--- config.mk ---
export PLATFORM = sky130hd
export DESIGN_NAME = sc_config_sequencer
export DESIGN_NICKNAME = d
export VERILOG_FILES = /design/src/rtl/sc_config_sequencer.sv
export SDC_FILE = /design/constraint.sdc
export NUM_CORES = 1
export LEC_CHECK = 0
export ABC_AREA = 1
export CORE_MARGIN = 5
export CORE_UTILIZATION = 56
export CTS_BUF_LIST = sky130_fd_sc_hd__clkbuf_16
export CTS_CLUSTER_SIZE = 40
export DETAILED_ROUTE_END_ITERATION = 16
export PLACE_DENSITY_LB_ADDON = 0.3
export SETUP_SLACK_MARGIN = 0.02
export SKIP_CTS_REPAIR_TIMING = 1
export SYNTH_ARGS = -nofsm -noshare
export SYNTH_HDL_FRONTEND = slang
export SYNTH_SLANG_ARGS = --single-unit
export TNS_END_PERCENT = 10
--- constraint.sdc ---
create_clock -name PCLK_OUT_i -period 2.05 [get_ports PCLK_OUT_i]
set_clock_uncertainty 0.05 [all_clocks]
set_input_delay 0.3075 -clock PCLK_OUT_i [delete_from_list [all_inputs] [get_ports PCLK_OUT_i]]
set_output_delay 0.3075 -clock PCLK_OUT_i [all_outputs]
set_load 0.01 [all_outputs]
--- src/rtl/sc_config_sequencer.sv ---
// Shadow/active configuration store for the output scan converter.
// CPU writes land in shadow words; they are copied to active words together at a frame boundary.
module sc_config_sequencer #(
  parameter int unsigned NUM_WORDS      = 9,
  parameter int unsigned TIMEOUT_CYCLES = 4194304,
  parameter int unsigned TO_W           = 23
) (
  input  logic        PCLK_OUT_i,
  input  logic        reset_i,
  input  logic        wr_en_i,
  input  logic [3:0]  wr_addr_i,
  input  logic [31:0] wr_data_i,
  input  logic [4:0]  rd_addr_i,
  output logic [31:0] rd_data_o,
  input  logic        commit_req_i,
  input  logic        force_commit_i,
  input  logic        VSYNC_i,
  output logic [31:0] hv_out_config_o,
  output logic [31:0] hv_out_config2_o,
  output logic [31:0] hv_out_config3_o,
  output logic [31:0] xy_out_config_o,
  output logic [31:0] xy_out_config2_o,
  output logic [31:0] misc_config_o,
  output logic [31:0] sl_config_o,
  output logic [31:0] sl_config2_o,
  output logic        testpattern_enable_o,
  output logic        pending_o,
  output logic        dirty_o,
  output logic        commit_done_o,
  output logic        timeout_o
);

  localparam int unsigned DW = 32;

  typedef logic [NUM_WORDS-1:0][DW-1:0] word_arr_t;

  typedef enum logic [1:0] {
    ST_IDLE,
    ST_PENDING,
    ST_COMMIT
  } state_e;

  state_e            state_q, state_d;
  word_arr_t         shadow_q, shadow_d;
  word_arr_t         active_q, active_d;
  logic [DW-1:0]     rd_data_q, rd_data_d;
  logic [TO_W-1:0]   to_cnt_q, to_cnt_d;
  logic              pending_q, pending_d;
  logic              dirty_q, dirty_d;
  logic              commit_done_q, commit_done_d;
  logic              timeout_q, timeout_d;
  logic              vsync_q, vsync_d;
  logic              vsync_prev_q, vsync_prev_d;

  logic              wr_valid_c;
  logic              frame_edge_c;
  logic [3:0]        rd_idx_c;

  // Next-state, shadow/active update and readback selection.
  always_comb begin
    state_d       = state_q;
    shadow_d      = shadow_q;
    active_d      = active_q;
    rd_data_d     = '0;
    to_cnt_d      = to_cnt_q;
    pending_d     = pending_q;
    dirty_d       = dirty_q;
    commit_done_d = 1'b0;
    timeout_d     = timeout_q;
    vsync_d       = VSYNC_i;
    vsync_prev_d  = vsync_q;

    wr_valid_c   = wr_en_i && (32'(wr_addr_i) < NUM_WORDS);
    frame_edge_c = vsync_prev_q && !vsync_q;
    rd_idx_c     = rd_addr_i[3:0];

    if (wr_valid_c) begin
      shadow_d[wr_addr_i] = wr_data_i;
      dirty_d             = 1'b1;
    end

    if (32'(rd_idx_c) < NUM_WORDS) begin
      rd_data_d = rd_addr_i[4] ? active_q[rd_idx_c] : shadow_q[rd_idx_c];
    end

    case (state_q)
      ST_IDLE: begin
        if (force_commit_i) begin
          state_d = ST_COMMIT;
        end else if (commit_req_i) begin
          state_d   = ST_PENDING;
          pending_d = 1'b1;
          to_cnt_d  = '0;
          timeout_d = 1'b0;
        end
      end
      ST_PENDING: begin
        // A real frame edge takes priority so a coincident timeout is not flagged.
        if (frame_edge_c || force_commit_i) begin
          state_d = ST_COMMIT;
        end else if (to_cnt_q == TO_W'(TIMEOUT_CYCLES - 1)) begin
          state_d   = ST_COMMIT;
          timeout_d = 1'b1;
        end else begin
          to_cnt_d = to_cnt_q + TO_W'(1);
        end
      end
      ST_COMMIT: begin
        // Copies the pre-write shadow; a write this cycle stays pending in shadow.
        active_d      = shadow_q;
        pending_d     = 1'b0;
        dirty_d       = wr_valid_c;
        commit_done_d = 1'b1;
        state_d       = ST_IDLE;
      end
      default: begin
        state_d = ST_IDLE;
      end
    endcase
  end

  always_ff @(posedge PCLK_OUT_i) begin
    if (reset_i) begin
      state_q       <= ST_IDLE;
      shadow_q      <= '0;
      active_q      <= '0;
      rd_data_q     <= '0;
      to_cnt_q      <= '0;
      pending_q     <= 1'b0;
      dirty_q       <= 1'b0;
      commit_done_q <= 1'b0;
      timeout_q     <= 1'b0;
      vsync_q       <= 1'b1;
      vsync_prev_q  <= 1'b1;
    end else begin
      state_q       <= state_d;
      shadow_q      <= shadow_d;
      active_q      <= active_d;
      rd_data_q     <= rd_data_d;
      to_cnt_q      <= to_cnt_d;
      pending_q     <= pending_d;
      dirty_q       <= dirty_d;
      commit_done_q <= commit_done_d;
      timeout_q     <= timeout_d;
      vsync_q       <= vsync_d;
      vsync_prev_q  <= vsync_prev_d;
    end
  end

  assign rd_data_o            = rd_data_q;
  assign hv_out_config_o      = active_q[0];
  assign hv_out_config2_o     = active_q[1];
  assign hv_out_config3_o     = active_q[2];
  assign xy_out_config_o      = active_q[3];
  assign xy_out_config2_o     = active_q[4];
  assign misc_config_o        = active_q[5];
  assign sl_config_o          = active_q[6];
  assign sl_config2_o         = active_q[7];
  assign testpattern_enable_o = active_q[8][0];
  assign pending_o            = pending_q;
  assign dirty_o              = dirty_q;
  assign commit_done_o        = commit_done_q;
  assign timeout_o            = timeout_q;

endmodule

==> results of run 1 <==
==> metal layers <==
metal  vias up  GRT usage  share of wire
li1      12900          -              -
met1     12500      0.428           0.39
met2      1470      0.506           0.45
met3       277     0.0636           0.10
met4         0      0.165          0.057
met5         -          0              0
==> cells by family (layout without fill, tap and decap cells) <==
group	after synthesis	in the layout
AO/OA/AOI/OAI	1337	1337
XOR/XNOR	2	2
adder cells (fa/ha/maj)	1	1
buffers and inverters	969	1009
flip-flops	639	639
other	0	3
AND/OR/NAND/NOR	1027	1027
==> layout by cell type (no fill, tap or decap), types with 6 or more instances in the layout <==
cell type | netlist | routed
sky130_fd_sc_hd__o21ai_0 | 721 | 721
sky130_fd_sc_hd__dfxtp_1 | 639 | 639
sky130_fd_sc_hd__nand2_1 | 488 | 487
sky130_fd_sc_hd__a21oi_1 | 458 | 458
sky130_fd_sc_hd__inv_1 | 405 | 419
sky130_fd_sc_hd__clkdlybuf4s50_1 | 0 | 334
sky130_fd_sc_hd__nand3_1 | 318 | 317
sky130_fd_sc_hd__nor2_1 | 186 | 184
sky130_fd_sc_hd__o22ai_1 | 95 | 95
sky130_fd_sc_hd__buf_4 | 260 | 86
sky130_fd_sc_hd__clkbuf_16 | 0 | 69
sky130_fd_sc_hd__buf_12 | 0 | 50
sky130_fd_sc_hd__o211ai_1 | 33 | 33
sky130_fd_sc_hd__o21ai_1 | 21 | 21
sky130_fd_sc_hd__clkinv_1 | 7 | 15
sky130_fd_sc_hd__inv_2 | 7 | 10
sky130_fd_sc_hd__inv_6 | 0 | 8
sky130_fd_sc_hd__nor2_2 | 4 | 6
sky130_fd_sc_hd__nand4_1 | 6 | 6
sky130_fd_sc_hd__clkinv_2 | 0 | 6
==> worst paths after layout <==
check | startpoint | to | slack (ns) | cells after the start
min reg2reg | vsync_prev_d | vsync_prev_q | 0.37 | 2
max reg2reg | to_cnt_q[1] | to_cnt_q[21] | 0.20 | 11
min | VSYNC_i | vsync_prev_d | 0.22 | 2
max | misc_config_o[1] | misc_config_o[1] | 0.02 | 1
==> stage by stage <==
step,utilization,power (mW)
6_report,0.659,27.4
5_1_grt,0.659,28.1
4_1_cts,0.659,27.4
3_5_place_dp,0.618,15.8
3_3_place_gp,0.618,15.7
2_1_floorplan,-,14.5
==> layout make-up <==
class	count	area, µm²	share of cell area
antenna	3	7.51	0.000222
tap	680	851	0.0252
clock buffer	69	1730	0.0512
inverter	419	1600	0.0474
sequential	639	12800	0.379
timing repair buffer	474	5030	0.149
multi-input combinational	2367	11400	0.338
clock inverter	47	355	0.0105
==> power by group through the flow <==
stage	Sequential, mW	Clock (mW)	Combinational (mW)
after floorplan	13.0	0	1.54
after global placement	13.0	0	2.72
after detailed placement	13.0	0	2.74
after CTS	12.8	11.9	2.76
after global routing	12.8	12.3	3.01
final	12.8	11.8	2.83
==> state kept, by name, indices dropped and copies added, names as in the netlist <==
| register | cells |
|---|---|
| hv_out_config2_o | 32 |
| testpattern_enable_o | 1 |
| xy_out_config_o | 32 |
| state_q | 2 |
| rd_data_o | 32 |
| active_q | 31 |
| vsync_prev_q | 1 |
| sl_config2_o | 32 |
| to_cnt_q | 23 |
| hv_out_config_o | 32 |
| shadow_q | 288 |
| hv_out_config3_o | 32 |
| commit_done_o | 1 |
| xy_out_config2_o | 32 |
| misc_config_o | 32 |
| dirty_o | 1 |
| sl_config_o | 32 |
| timeout_o | 1 |
| vsync_prev_d | 1 |
| pending_o | 1 |
==> worst register-to-register path: stages (launching register included) <==
cell and delay, ns:
sky130_fd_sc_hd__dfxtp_1 0.38, sky130_fd_sc_hd__ha_2 0.22, sky130_fd_sc_hd__nand2_2 0.08, sky130_fd_sc_hd__nor2_4 0.17, sky130_fd_sc_hd__nand2_4 0.10, sky130_fd_sc_hd__nor2_8 0.17
sky130_fd_sc_hd__nand3_4 0.16, sky130_fd_sc_hd__nand2_8 0.16, sky130_fd_sc_hd__nand2_1 0.10, sky130_fd_sc_hd__inv_1 0.09, sky130_fd_sc_hd__nand2_1 0.05, sky130_fd_sc_hd__nand2_1 0.05
==> results.yml, run 1 <==
setup_path:
  critPathLaunchType: "flop"
  setup.worst_path.end_class: "output port"
  crit_slowest_cell: "sky130_fd_sc_hd__clkdlybuf4s50_1"
  worst_ep_arrival_time_ns: 1.68
  timing.critical_path.fanout_max: 3
  critical_path_buf_inv_count: 1
  sequence_of_cells_on_the_critical_path: "clkdlybuf4s50_1"
  worstPathRequired_ns: 1.69
  worst_path_dominant_cell_family: "buffers and inverters"
  slowest_delay_ns: 0.66
  timing.setup.critical_path_class: "flop to output port"
synthesis:
  synth_edf_count: 0
  synth-seq-area-share: 0.443
  most_common_cell_in_the_synthesized_netlist: "sky130_fd_sc_hd__o21ai_0"
  syn_nets: 4023
  synth_top_family_by_area: "compound AO/OA/AOI/OAI gates"
  synth_flop_cell: "sky130_fd_sc_hd__dfxtp_1"
  synth_simple_gate_area_frac: 0.153
  syn_avg_cell_area_um2: 7.27
  synth.top_cells.by_area: "sky130_fd_sc_hd__dfxtp_1 (44%), sky130_fd_sc_hd__o21ai_0 (12%), sky130_fd_sc_hd__a21oi_1 (7.9%)"
  async_reset_ff_frac: 0
  synth-xor-area-share: 0.000606
  synth_top_cell_by_area: "sky130_fd_sc_hd__dfxtp_1"
  synth-adder-area-share: 0.000433
  flop_and_latch_count_out_of_synthesis: 639
  synthMuxAreaShare: 0
  synth-compound-area-share: 0.240
  yosys_warnings: 0
  count_of_mapped_cells_out_of_synthesis: 3975
  synth_top_area_frac: 0.443
  synthDistinctLibCells: 37
  ys_top_cells_by_count: "sky130_fd_sc_hd__o21ai_0 (721), sky130_fd_sc_hd__dfxtp_1 (639), sky130_fd_sc_hd__nand2_1 (488)"
  post_synth_instance_area_mm2: 0.0289
detailed_routing:
  detail_route.drc_violations: 0
  vias: 27200
  vias_per_cell: 5.79
  drt_pass1_iterations: 8
  total_detailed_routing_wirelength_um: 95800
  route.detailed.wl_per_inst_um: 20.4
  first_iter_violations: 3394
  final_antenna_net_count: 0
power_and_ir_drop:
  pwr_density_cell_mw_per_mm2: 811
  share_seq_of_total_power: 0.466
  net_switching_power_of_the_design_mw: 7.09
  power_switching_share: 0.259
  cell_internal_pwr_mw: 20.3
  pwr-share-clk: 0.431
  peakVddDrop_v: 0.000729
  pwr-share-comb: 0.103
  leakagePower_nw: 12.6
job:
  cap_viol_max_count: 0
global_routing:
  grt_start_max_net_pins: 91
  global_route_usage_over_all_layers: 0.323
  grt_overflow_total: 0
  grt_antenna_before_repair: 8
  wire_length_of_the_first_global_routing_pass_um: 145000
  first_global_vias: 24800
die:
  design.die.area_mm2: 0.0562
  core_area_mm2: 0.0512
  placement_rows: 83
  die_height_um: 237
  io_pins: 340
  floorplan.initialDensity: 0.564
  die_w_um: 237
clock_tree:
  clk_latency_ns: 0.61
  ctsLongestPathBuffers: 3
  root_buffer: "sky130_fd_sc_hd__clkbuf_16"
  tritoncts: "built"
  clkTransAtPathRegs_ns: 0.06
  tritoncts.num_buffers: 67
  cts.sinks: 639
  clock_tree.htree_level_count: 3
timing:
  worst_slew_pin_slew_ns: 0.928
  timing.final.crit_share: 0.992
  max_freq_mhz: 492
  final_hold_viol_count: 0
  fin_hold_ws_ns: 0.221
  final-max-slew-violation-count: 0
  fin_ws_ns: 0.0165
  rsz0062_at_grt: "yes"
  max-slew-margin-rel: 0.381
  setup_violation_total_in_the_final_timing_report: 0
  final_period_minus_worst_setup_slack_ns: 2.03
  fin_setup_tns_ns: 0
finish:
  stdcell_count: 4698
  post_route_cells_drive_above_1_share: 0.0675
  syn2layout_area_growth_pct: 16.9
  postLayoutCellArea_mm2: 0.0338
  layout.filler_cells: 4437
  design.final.nets: 4016
placed_design:
  detailed_place.area_mm2: 0.0316
  io_buffer_count: 339
  place_worst_setup_slack_ns: -0.126
  gp_congestion: 0.934
  detailed_place_hpwl_um: 66500
  placedCellCount: 4577
min_path:
  holdCritPathClass: "input pin to flop"
outcome:
  outcome: "finished, final reports clean"
No activity file was read; power rests on OpenSTA's default activity.
==> run 2: changes to the inputs <==
CORE_MARGIN = 2   (was 5)
==> results.yml, run 2 (synthesis results as in run 1) <==
finish:
  largest_register: "shadow_q"
  layout_commonest_cell: "sky130_fd_sc_hd__o21ai_0"
  postLayoutCellArea_mm2: 0.0337
  fin_util: 0.659
  most_frequent_cells_in_the_layout: "sky130_fd_sc_hd__o21ai_0 (721), sky130_fd_sc_hd__dfxtp_1 (639), sky130_fd_sc_hd__nand2_1 (487)"
  design.final.nets: 3997
  largest_register_ff_count: 288
  post_route_cells_drive_above_1_share: 0.0635
  syn2layout_area_growth_pct: 16.8
clock_tree:
  tritoncts: "built"
  tritoncts.num_buffers: 67
  ctsLongestPathBuffers: 3
  clkTransAtPathRegs_ns: 0.06
  clock_tree.htree_level_count: 3
  clk_latency_ns: 0.60
  root_buffer: "sky130_fd_sc_hd__clkbuf_16"
  cts.sinks: 639
power_and_ir_drop:
  leakagePower_nw: 12.6
  final_total_pwr_mw: 27.5
  pwr_density_cell_mw_per_mm2: 816
  peakVddDrop_v: 0.000545
timing:
  rsz0062_at_grt: "no"
  setup_violation_total_in_the_final_timing_report: 0
  final_period_minus_worst_setup_slack_ns: 1.99
  fin_hold_ws_ns: 0.235
  fin_ws_ns: 0.0599
  max-slew-margin-rel: 0.480
  final-max-slew-violation-count: 0
  worst_slew_pin_slew_ns: 0.780
  final_hold_viol_count: 0
  max_freq_mhz: 502
  timing.final.crit_share: 0.971
detailed_routing:
  detail_route.drc_violations: 0
  route.detailed.wl_per_inst_um: 20.1
  first_iter_violations: 3006
  drt_pass1_iterations: 6
  vias_per_cell: 5.75
  vias: 26900
  final_antenna_net_count: 0
  total_detailed_routing_wirelength_um: 93800
setup_path:
  crit_slowest_cell: "sky130_fd_sc_hd__clkdlybuf4s50_1"
  worstPathRequired_ns: 1.69
  timing.critical_path.fanout_max: 3
  setup.worst_path.end_class: "output port"
  sequence_of_cells_on_the_critical_path: "clkdlybuf4s50_1"
  slowest_delay_ns: 0.66
  worst_path_dominant_cell_family: "buffers and inverters"
  worst_ep_arrival_time_ns: 1.63
  critPathLaunchType: "flop"
  timing.setup.critical_path_class: "flop to output port"
  critical_path_buf_inv_count: 1
placed_design:
  io_buffer_count: 339
  gp_congestion: 0.957
  detailed_place.area_mm2: 0.0316
  place_worst_setup_slack_ns: -0.119
  detailed_place_hpwl_um: 64600
die:
  die_height_um: 231
  die_w_um: 231
  core_area_mm2: 0.0512
  io_pins: 340
  placement_rows: 83
  floorplan.initialDensity: 0.564
  design.die.area_mm2: 0.0534
global_routing:
  grt_antenna_before_repair: 5
  grt_overflow_total: 0
  grt_start_max_net_pins: 86
  global_route_usage_over_all_layers: 0.342
  first_global_vias: 24400
  wire_length_of_the_first_global_routing_pass_um: 142000
min_path:
  holdCritPathClass: "input pin to flop"
outcome:
  outcome: "finished, final reports clean"
job:
  cap_viol_max_count: 0
[run 2: changes by cell type in the layout (fill, tap and decap cells not counted), sizes merged]
cell,change
buf,-19
bufinv,+1
clkbuf,+2
clkdlybuf4s50,+1
clkinv,-2
clkinvlp,+1
dlymetal6s2s,-1
inv,-1
[run 2: area by class of cell]
type                            count  area (µm²)
Fill cell                        4458       17500
Sequential cell                   639       12800
Multi-Input combinational cell   2367       11400
Timing Repair Buffer              455        4970
Clock buffer                       71        1780
Inverter                          419        1600
Tap cell                          680         851
Clock inverter                     46         354
Antenna cell                        3        7.51
[run 2: metal layers]
layer | routed length (µm) | GRT usage
met4 | 5390 | 0.200
met3 | 9560 | 0.0774
met1 | 37100 | 0.444
met2 | 41800 | 0.522
met5 | 13 | 0
[run 2: report_power, final]
group,leakage [nW],internal [mW],switching (mW)
Sequential,5.16,12.6,0.121
Combinational,6.27,0.914,1.90
Clock,1.12,6.98,4.99
Total,12.6,20.5,7.01
[run 2: through the flow]
step           instances  setup TNS [ns]
2_1_floorplan       3975               0
3_3_place_gp        4560           -4.56
3_5_place_dp        4560           -9.70
4_1_cts             4677               0
5_1_grt             4678               0
6_report            4680               0
[run 2: path summary, 6_finish.rpt]
| path | slack [ns] | start | cells after the start | endpoint |
|---|---|---|---|---|
| max reg2reg | 0.24 | to_cnt_q[0] | 11 | to_cnt_q[19] |
| max | 0.06 | misc_config_o[31] | 1 | misc_config_o[31] |
| min reg2reg | 0.37 | vsync_prev_d | 2 | vsync_prev_q |
| min | 0.24 | rd_addr_i[2] | 6 | rd_data_o[30] |
